File: config.mk
export PLATFORM = sky130hd
export DESIGN_NAME = pagerank_iter
export DESIGN_NICKNAME = d
export VERILOG_FILES = /design/src/rtl/pagerank_pkg.sv /design/src/rtl/pagerank_iter_mac.sv /design/src/rtl/pagerank_iter.sv
export SDC_FILE = /design/constraint.sdc
export NUM_CORES = 2
export LEC_CHECK = 0
export ABC_AREA = 1
export BUFFER_PORTS_ARGS = -buffer_cell sky130_fd_sc_hd__buf_2
export CAP_MARGIN = 20
export CORE_UTILIZATION = 35
export DETAILED_ROUTE_END_ITERATION = 8
export GPL_TIMING_DRIVEN = 1
export HOLD_SLACK_MARGIN = 0.15
export SYNTH_ARGS = -nofsm -noshare
export SYNTH_HDL_FRONTEND = slang
export SYNTH_SLANG_ARGS = --single-unit
File: constraint.sdc
create_clock -name clk -period 37.1 [get_ports clk]
set_input_delay 1.855 -clock clk [delete_from_list [all_inputs] [get_ports clk]]
set_output_delay 1.855 -clock clk [all_outputs]
set_load 0.05 [all_outputs]
File: src/rtl/pagerank_pkg.sv
// Shared types and fixed-point helpers for the PageRank engine.
// The helpers work on 32-bit containers; callers pass the active word width.
package pagerank_pkg;

  typedef enum logic [1:0] {IDLE, ACCUM, COMMIT, DONE} state_t;

  function automatic logic [31:0] width_mask(input int unsigned w);
    return (w >= 32) ? 32'hFFFF_FFFF : ((32'd1 << w) - 32'd1);
  endfunction

  // Top w bits of a*b*c, where the full product spans 3*w bits.
  function automatic logic [31:0] frac_mul3(input logic [32:0] a, input logic [31:0] b,
                                            input logic [31:0] c, input int unsigned w);
    logic [127:0] p;
    p = {95'd0, a} * {96'd0, b} * {96'd0, c};
    p = p >> (2 * w);
    return 32'(p) & width_mask(w);
  endfunction

  function automatic logic [31:0] sat_add(input logic [31:0] a, input logic [31:0] b,
                                          input int unsigned w);
    logic [32:0] s;
    s = {1'b0, a} + {1'b0, b};
    return (s > {1'b0, width_mask(w)}) ? width_mask(w) : 32'(s);
  endfunction

  function automatic logic [31:0] init_rank(input int unsigned n, input int unsigned w);
    logic [32:0] one;
    one = 33'd1 << w;
    return 32'(one / 33'(n));
  endfunction

endpackage

File: src/rtl/pagerank_iter_mac.sv
// Register-free multiply-accumulate step: acc + top(db*w*v), saturating.
module pr_mac
  import pagerank_pkg::*;
#(
  parameter int WIDTH = 16
) (
  input  logic             en_i,
  input  logic             adj_i,
  input  logic [WIDTH-1:0] acc_i,
  input  logic [WIDTH:0]   db_i,
  input  logic [WIDTH-1:0] w_i,
  input  logic [WIDTH-1:0] v_i,
  output logic [WIDTH-1:0] acc_o
);

  always_comb begin
    acc_o = acc_i;
    if (en_i && adj_i)
      acc_o = WIDTH'(sat_add(32'(acc_i), frac_mul3(33'(db_i), 32'(w_i), 32'(v_i), WIDTH), WIDTH));
  end

endmodule

File: src/rtl/pagerank_iter.sv
// Iterative PageRank engine: one adjacency entry per cycle, Jacobi update,
// convergence on max |delta| <= tol or iteration limit.
module pagerank_iter
  import pagerank_pkg::*;
#(
  parameter int N     = 8,
  parameter int WIDTH = 16,
  parameter int IDXW  = $clog2(N),
  parameter int ITW   = 8
) (
  input  logic               clk,
  input  logic               reset_n,
  input  logic               start,
  input  logic [N*N-1:0]     adjacency,
  input  logic [N*WIDTH-1:0] weights,
  input  logic [WIDTH-1:0]   damping,
  input  logic [WIDTH-1:0]   tol,
  input  logic [ITW-1:0]     max_iter,
  output logic               busy,
  output logic               done,
  output logic               converged,
  output logic [ITW-1:0]     iter_count,
  input  logic [IDXW-1:0]    rd_addr,
  output logic [WIDTH-1:0]   rd_data
);

  localparam logic [WIDTH-1:0] INIT_RANK = WIDTH'(init_rank(N, WIDTH));

  state_t             state_q;
  logic [N*N-1:0]     adj_q;
  logic [N*WIDTH-1:0] w_q;
  logic [WIDTH-1:0]   d_q, tol_q, acc_q, maxd_q;
  logic [ITW-1:0]     maxit_q, iter_q;
  logic [WIDTH-1:0]   rank_q [N];
  logic [WIDTH-1:0]   next_q [N];
  logic [IDXW-1:0]    j_q, k_q;
  logic               busy_q, done_q, conv_q;

  logic [WIDTH-1:0]   dn, acc_d, rank_j, delta;
  logic [WIDTH:0]     db;
  logic [ITW-1:0]     eff_max;
  logic               last_iter;

  assign dn        = d_q >> IDXW;
  assign db        = {1'b1, {WIDTH{1'b0}}} - {1'b0, d_q};
  assign rank_j    = rank_q[j_q];
  assign delta     = (acc_d >= rank_j) ? (acc_d - rank_j) : (rank_j - acc_d);
  assign eff_max   = (maxit_q == '0) ? ITW'(1) : maxit_q;
  assign last_iter = ({1'b0, iter_q} + (ITW+1)'(1)) >= {1'b0, eff_max};

  // Row-major walk: {j,k} is exactly j*N+k because N is a power of two.
  pr_mac #(.WIDTH(WIDTH)) u_mac (
    .en_i  (state_q == ACCUM),
    .adj_i (adj_q[{j_q, k_q}]),
    .acc_i (acc_q),
    .db_i  (db),
    .w_i   (w_q[k_q*WIDTH +: WIDTH]),
    .v_i   (rank_q[k_q]),
    .acc_o (acc_d)
  );

  always_ff @(posedge clk or negedge reset_n) begin
    if (!reset_n) begin
      state_q <= IDLE;
      adj_q   <= '0;
      w_q     <= '0;
      d_q     <= '0;
      tol_q   <= '0;
      maxit_q <= '0;
      acc_q   <= '0;
      maxd_q  <= '0;
      iter_q  <= '0;
      j_q     <= '0;
      k_q     <= '0;
      busy_q  <= 1'b0;
      done_q  <= 1'b0;
      conv_q  <= 1'b0;
      for (int i = 0; i < N; i++) begin
        rank_q[i] <= INIT_RANK;
        next_q[i] <= '0;
      end
    end else begin
      done_q <= 1'b0;
      case (state_q)
        IDLE: begin
          if (start) begin
            adj_q   <= adjacency;
            w_q     <= weights;
            d_q     <= damping;
            tol_q   <= tol;
            maxit_q <= max_iter;
            for (int i = 0; i < N; i++) rank_q[i] <= INIT_RANK;
            iter_q  <= '0;
            conv_q  <= 1'b0;
            j_q     <= '0;
            k_q     <= '0;
            acc_q   <= damping >> IDXW;
            maxd_q  <= '0;
            busy_q  <= 1'b1;
            state_q <= ACCUM;
          end
        end
        ACCUM: begin
          k_q <= k_q + IDXW'(1);
          if (k_q == IDXW'(N-1)) begin
            next_q[j_q] <= acc_d;
            if (delta > maxd_q) maxd_q <= delta;
            acc_q <= dn;
            j_q   <= j_q + IDXW'(1);
            if (j_q == IDXW'(N-1)) state_q <= COMMIT;
          end else begin
            acc_q <= acc_d;
          end
        end
        COMMIT: begin
          for (int i = 0; i < N; i++) rank_q[i] <= next_q[i];
          iter_q <= iter_q + ITW'(1);
          if (maxd_q <= tol_q || last_iter) begin
            conv_q  <= (maxd_q <= tol_q);
            busy_q  <= 1'b0;
            done_q  <= 1'b1;
            state_q <= DONE;
          end else begin
            maxd_q  <= '0;
            state_q <= ACCUM;
          end
        end
        DONE:    state_q <= IDLE;
        default: state_q <= IDLE;
      endcase
    end
  end

  assign busy       = busy_q;
  assign done       = done_q;
  assign converged  = conv_q;
  assign iter_count = iter_q;
  assign rd_data    = rank_q[rd_addr];

endmodule

* Word-level counts from Yosys, hierarchy flattened
Cells that the tools add are included.
** Storage, ports and cells
- Bits in latches :: 0
- Output and inout port bits :: 27
- Memory bits (writable) :: 0
- Logic and storage cells :: 128
- Input bits :: 238
- Flip-flop bits (word level) :: 539
- Bits in read-only memories :: 0
- Memories :: 0
** Operators by class
- $mul :: 2
- $add $sub $neg :: 8
- Bitwise operators :: 3
- Reductions and logical operators :: 16
- Eq/ne operators :: 11
- Multiplexer cells :: 47
- $lt $le $gt $ge :: 10
- Shift operators :: 1
- Divide/modulo/power cells :: 0
** Operators by type and width (number)
- 2-to-1 mux 16 bit :: 16
- one-hot mux 128 bit (2 select lines) :: 1
- binary-select mux 16 bit (select 3 bit) :: 3
- bitwise mux 128 bit :: 1
- 2-to-1 mux 128 bit :: 1
- variable part select 128 x 8 -> 16 bit :: 1
- demux 16 bit (select 3 bit) :: 1
- multiplier 33 x 16 -> 48 bit :: 1
- one-hot mux 16 bit (3 select lines) :: 1
- multiplier 17 x 16 -> 33 bit :: 1
- one-hot mux 16 bit (2 select lines) :: 1
- subtractor 16 bit :: 2
- adder 16 x 16 -> 17 bit :: 1
- > comparator 17 x 16 -> 1 bit, second input constant :: 1
- subtractor 17 x 16 -> 17 bit, first input constant :: 1
- >= comparator 16 bit :: 1
- > comparator 16 bit :: 1
- less-or-equal comparator 16 bit :: 1
- 2-to-1 mux 8 bit :: 2
- one-hot mux 8 bit (2 select lines) :: 1
- >= comparator 4 bit, second input constant :: 3
- != test 2 bit, second input constant :: 6
- NOT 3 -> 4 bit :: 3
- one-hot mux 3 bit (2 select lines) :: 2
- 24 further kinds :: 45

* Logic depth before layout (Yosys ltp)
- Depth after elaboration :: 15
- Mapped depth :: 103
- Gate-level depth less buffers :: 95

* By module
Synthesis repeated with hierarchy kept, for this count alone.
** Unflattened totals
- Cells, all modules :: 7302
- Area total of the unflattened synthesis :: 55365.6 um^2
** By module, submodules not included
- pagerank_iter :: area an instance 28003.1 um^2, cells each 3660, sequential area each 13497.9 um^2, instances 1
- pr_mac :: area an instance 27362.5 um^2, cells each 3642, sequential area each 0.0 um^2, instances 1

* Least setup slack after synthesis
Ideal clock, no wire load.
- Path kind :: reg-to-reg
- Start point :: register d_q[0]
- End point :: register maxd_q[7]
- Arrival :: 16.394 ns
- Cell stages (with the launch flop) :: 93
- Clock period less this slack :: 16.512 ns
- Path buffers :: 6
- Setup slack :: 20.588 ns
- Data required time :: 36.982 ns
- Path through :: dfrtp_1 -> inv_1 -> clkbuf_1 -> ha_1 -> nand2_1 -> nor3_1 -> inv_1 -> nor2_1 -> nor2_1 -> nor2_1 -> inv_1 -> nor2_1 -> fa_1 -> inv_1 -> fa_1 -> fa_1 -> inv_1 -> fa_1 -> [57 not listed] -> nand2_1 -> nand2_1 -> inv_1 -> ha_1 -> inv_1 -> nor2_1 -> nor2_1 -> o21a_1 -> o21bai_1 -> and2_1 -> o21ai_0 -> nand2_1 -> nand2_1 -> nor2_2 -> inv_2 -> buf_2 -> nand2_1 -> nand2_1
** On the way
- Word-level cells in the longest chain between the ends :: 12
- Elaborated cells on any way between the ends :: 17
- Those cells by class :: add/sub (4); mul (2); order compare (3); eq/ne (1); mux (6); reduce/logical (1)
** Ends and longest elaborated chain
- start: declaration :: RTL line pagerank_iter.sv:32 : logic [WIDTH-1:0] d_q, tol_q, acc_q, maxd_q;
- start signal: assignment :: RTL line pagerank_iter.sv:89 : d_q <= damping;
- subtractor 17 x 16 -> 17 bit (*) :: RTL line pagerank_iter.sv:45 : assign db = {1'b1, {WIDTH{1'b0}}} - {1'b0, d_q};
- multiplier 17 x 16 -> 33 bit (*) :: RTL line pagerank_pkg.sv:15 : p = {95'd0, a} * {96'd0, b} * {96'd0, c};
- multiplier 33 x 16 -> 48 bit (*) :: RTL line pagerank_pkg.sv:15
- adder 16 x 16 -> 17 bit (*) :: RTL line pagerank_pkg.sv:23 : s = {1'b0, a} + {1'b0, b};
- > comparator 17 x 16 -> 1 bit :: RTL line pagerank_pkg.sv:24 : return (s > {1'b0, width_mask(w)}) ? width_mask(w) : 32'(s);
- 2-to-1 mux 16 bit (*) :: RTL line pagerank_pkg.sv:24
- 2-to-1 mux 16 bit (*) :: RTL line pagerank_iter_mac.sv:18 : if (en_i && adj_i)
- net acc_d[3] :: RTL line pagerank_iter.sv:39 : logic [WIDTH-1:0] dn, acc_d, rank_j, delta;
- subtractor 16 bit / >= comparator 16 bit (equally long branches) :: RTL line pagerank_iter.sv:47 : assign delta = (acc_d >= rank_j) ? (acc_d - rank_j) : (rank_j - acc_d);
- 2-to-1 mux 16 bit (*) :: RTL line pagerank_iter.sv:47
- > comparator 16 bit / 2-to-1 mux 16 bit (equally long branches) :: RTL line pagerank_iter.sv:107 : if (delta > maxd_q) maxd_q <= delta;
- != test 2 bit (no line) / 2-to-1 mux 16 bit (equally long branches)
- AND reduction 5 bit (no line) / one-hot mux 16 bit (3 select lines) (equally long branches)
- end signal: assignment :: RTL line pagerank_iter.sv:107
- end: declaration :: RTL line pagerank_iter.sv:32
Mark *: on every way through the listed nets, which the timed path passes. The rest lies on a longest branch. The select of a mux whose other input is x is not followed.
A chain may end at the register's enable or synchronous reset.

* Final worst setup path
- Start point :: register d_q[0]
- End point :: register maxd_q[15]
** On the way
- Word-level cells in the longest chain between the ends :: 12
- Elaborated cells on any way between the ends :: 17
- Those cells by class :: add/sub (4); mul (2); order compare (3); eq/ne (1); mux (6); reduce/logical (1)
** Ends and longest elaborated chain (RTL line)
- subtractor 17 x 16 -> 17 bit (*) :: pagerank_iter.sv:45
- multiplier 17 x 16 -> 33 bit (*) :: pagerank_pkg.sv:15
- multiplier 33 x 16 -> 48 bit (*) :: pagerank_pkg.sv:15
- adder 16 x 16 -> 17 bit (*) :: pagerank_pkg.sv:23
- > comparator 17 x 16 -> 1 bit :: pagerank_pkg.sv:24
- 2-to-1 mux 16 bit (*) :: pagerank_pkg.sv:24
- 2-to-1 mux 16 bit (*) :: pagerank_iter_mac.sv:18
- subtractor 16 bit / >= comparator 16 bit (equally long branches) :: pagerank_iter.sv:47
- 2-to-1 mux 16 bit (*) :: pagerank_iter.sv:47
- > comparator 16 bit / 2-to-1 mux 16 bit (equally long branches) :: pagerank_iter.sv:107
- != test 2 bit (no line) / 2-to-1 mux 16 bit (equally long branches)
- AND reduction 5 bit (no line) / one-hot mux 16 bit (3 select lines) (equally long branches)
Every way passes the cells marked *; elsewhere a longest branch is shown, timed or not. The select of a mux whose other input is x is not followed.

==> results.cfg <==
[detailed_routing]
dr.pass1.iters = 8
vias = 48254
wl_per_cell_um = 20.4
postRouteAntennaNets = 0
remaining_drc_errors = 6
finalWirelength_mm = 189
viasPerCell = 5.20
first_iter_violations = 4197

[yosys]
synth.top_cell.area_share_pct = 24.3
syn-num-nets = 8294
yosysSeqAreaShare_pct = 24.7
synth_edf_count = 0
yosys_warnings = 0
synth_largest_area_cell = dfrtp_1
synth_cell_type_count = 56
synthCells = 7101
synth_area_um2 = 54600
yosys_most_used_dff = dfrtp_1
synth_seq_cells = 539
async_flop_share_pct = 100
synthTopCellsByArea = dfrtp_1, fa_1, nand2_1, inv_1, ha_1
syn_avg_cell_area_um2 = 7.69

[critical_path]
end_kind = flip-flop
cp.arrival_ns = 21.04
reg2reg_slack_ns = 16.60
worst_path_largest_cell_delay_ns = 0.58
critPathLaunchType = flip-flop
slowest_stage = inv_1
path_class = flip-flop to flip-flop
cp_common_cell = nand2_1
crit_path_start = d_q[0]
r2r-start = d_q[0]
worstPathRequired_ns = 37.64
cp_max_fo = 18

[timing]
skew_ns = 0.0312
min_period_over_period_pct = 55.3
slew_violations = 0
period_minus_slack_ns = 20.50
rsz0062_at_grt = no
timing.final.hold_violations = 0
setup_viol = 0
max_freq_mhz = 48.8
finalSetupTns_ns = 0
tightest_slew_ns = 1.18
hold_slack_ns = 0.471
relSlewSlack_pct = 21.6

[run_status]
status = finished with violations
violations = design-rule violations

[worst_hold_path]
worstHoldStart = w_q[31]
hp-class = flip-flop to flip-flop

[floorplan]
die_h_um = 397
start_util_pct = 35.4
coreArea_um2 = 154000
dieArea_um2 = 158000
die_x_um = 397
ios = 265
fp-row-count = 144

[global_route]
grt_pass1_vias = 48342
grt_usage_pct = 23.9
overflow = 0
antenna_found_initial = 4
grt_pass1_wl_mm = 292
grt_max_degree = 195

[clock_tree]
clockRootBuffer = clkbuf_16
ctsResizeCount = 0
cts-buffers-inserted = 57
cts_hold_buf = 0
cts_tree = built
cts_setup_buffers = 0
clock_latency_ns = 0.65
cts_max_level = 2
clkTransAtPathRegs_ns = 0.06
cts_sinks = 539
clockBufferDepth = 3

[placement]
portBuffers = 264
hpwl_mm = 143
placed_cell_area_um2 = 57800
gp_congestion = 0.925

[final_layout]
final_area_um2 = 59700
final_cell_mix = nand2_1, inv_1, fa_1
post_route_cells_drive_above_1_share_pct = 7.63
layout_commonest_cell = nand2_1
nFillCells = 16019
area_delta_synth_final_pct = 9.32
nNetsFinal = 8372

[flow_run]
max-cap-violations = 0
==> synth_stat cells, types with 10 or more instances <==
cell       instances
buf_1             16
nand4_1           24
clkbuf_1         197
nand2_2           14
o22ai_1          113
nand3_1          238
a22oi_1           17
inv_2             13
o21ai_1           60
o21ai_0          378
xnor2_1           10
nor2_1           621
or2_2             49
fa_1             641
ha_1             314
o221ai_1          12
clkinv_1          14
nor3_1            36
o21a_1            14
buf_2             84
nand2_1         1875
o21bai_1          24
o211ai_1          17
a2bb2oi_1         10
a21oi_1          295
dfrtp_1          531
a31oi_1           20
inv_1           1266
a32o_1            18
a221oi_1          34
xor2_1            59
==> per-stage QoR <==
stage               std cells  utilization [%]  setup WS [ns]
finish                   9271             38.7          16.60
global route             9270             38.7          15.11
CTS                      9269             38.7          16.13
detailed placement       9163             37.4          16.24
global placement         9161             37.4          16.18
floorplan                7101                -          20.59
==> cells by family (layout without fill, tap and decap cells) <==
group / Yosys count / after routing / share of synthesized area [%]
AO/OA/AOI/OAI: 1050 / 1050 / 11.0
XOR/XNOR: 69 / 69 / 1.11
adder cells (fa/ha/maj): 955 / 955 / 30.7
buffers and inverters: 1606 / 1731 / 11.4
flip-flops: 539 / 539 / 24.7
other: 0 / 1 / 0
AND/OR/NAND/NOR: 2882 / 2882 / 21.0
==> final cells by class <==
| type | instances | area, µm² | area share, % |
|---|---|---|---|
| diodes | 1 | 2.50 | 0.00419 |
| clock buffers | 82 | 1640 | 2.75 |
| well taps | 2044 | 2560 | 4.28 |
| clock inverters | 24 | 273 | 0.457 |
| multi-input cells | 4956 | 35000 | 58.6 |
| repair buffers | 332 | 1870 | 3.13 |
| flip-flops and latches | 539 | 13500 | 22.6 |
| inverters | 1293 | 4860 | 8.15 |
==> path summary, 6_finish.rpt <==
kind | endpoint | cells past startpoint
setup / recovery | maxd_q[15] | 85
hold / removal | w_q[31] | 2
setup reg to reg | maxd_q[15] | 85
hold reg to reg | w_q[31] | 2
max in group asynchronous | next_q[18] | 2
min in group asynchronous | adj_q[44] | 1
==> layer usage <==
layer,vias to the layer above,global-route usage (%),part of all wire (%)
li1,22056,-,-
met1,23779,34.3,44
met2,2101,37.0,44
met3,314,3.99,8.5
met4,4,6.58,3.1
met5,-,0,0.015
==> state kept, by name (all words and copies together), names as in the netlist <==
register	flops
next_q	128
rank_q	128
w_q	128
adj_q	64
acc_q	16
d_q	16
maxd_q	16
tol_q	16
iter_count	8
maxit_q	8
j_q	3
k_q	3
state_q	2
busy	1
converged	1
done	1
==> critical path, delay by kind of cell (launching register included) <==
kind / cells / cell delay (ns)
AO/OA/AOI/OAI: 13 / 2.39
buffers and inverters: 17 / 2.97
adder cells (fa/ha/maj): 19 / 8.58
flip-flops: 1 / 0.53
XOR/XNOR: 1 / 0.35
AND/OR/NAND/NOR: 35 / 5.55
Power is not shown: default switching activity piles up to over one toggle a cycle in this logic, so the estimate is an artifact.
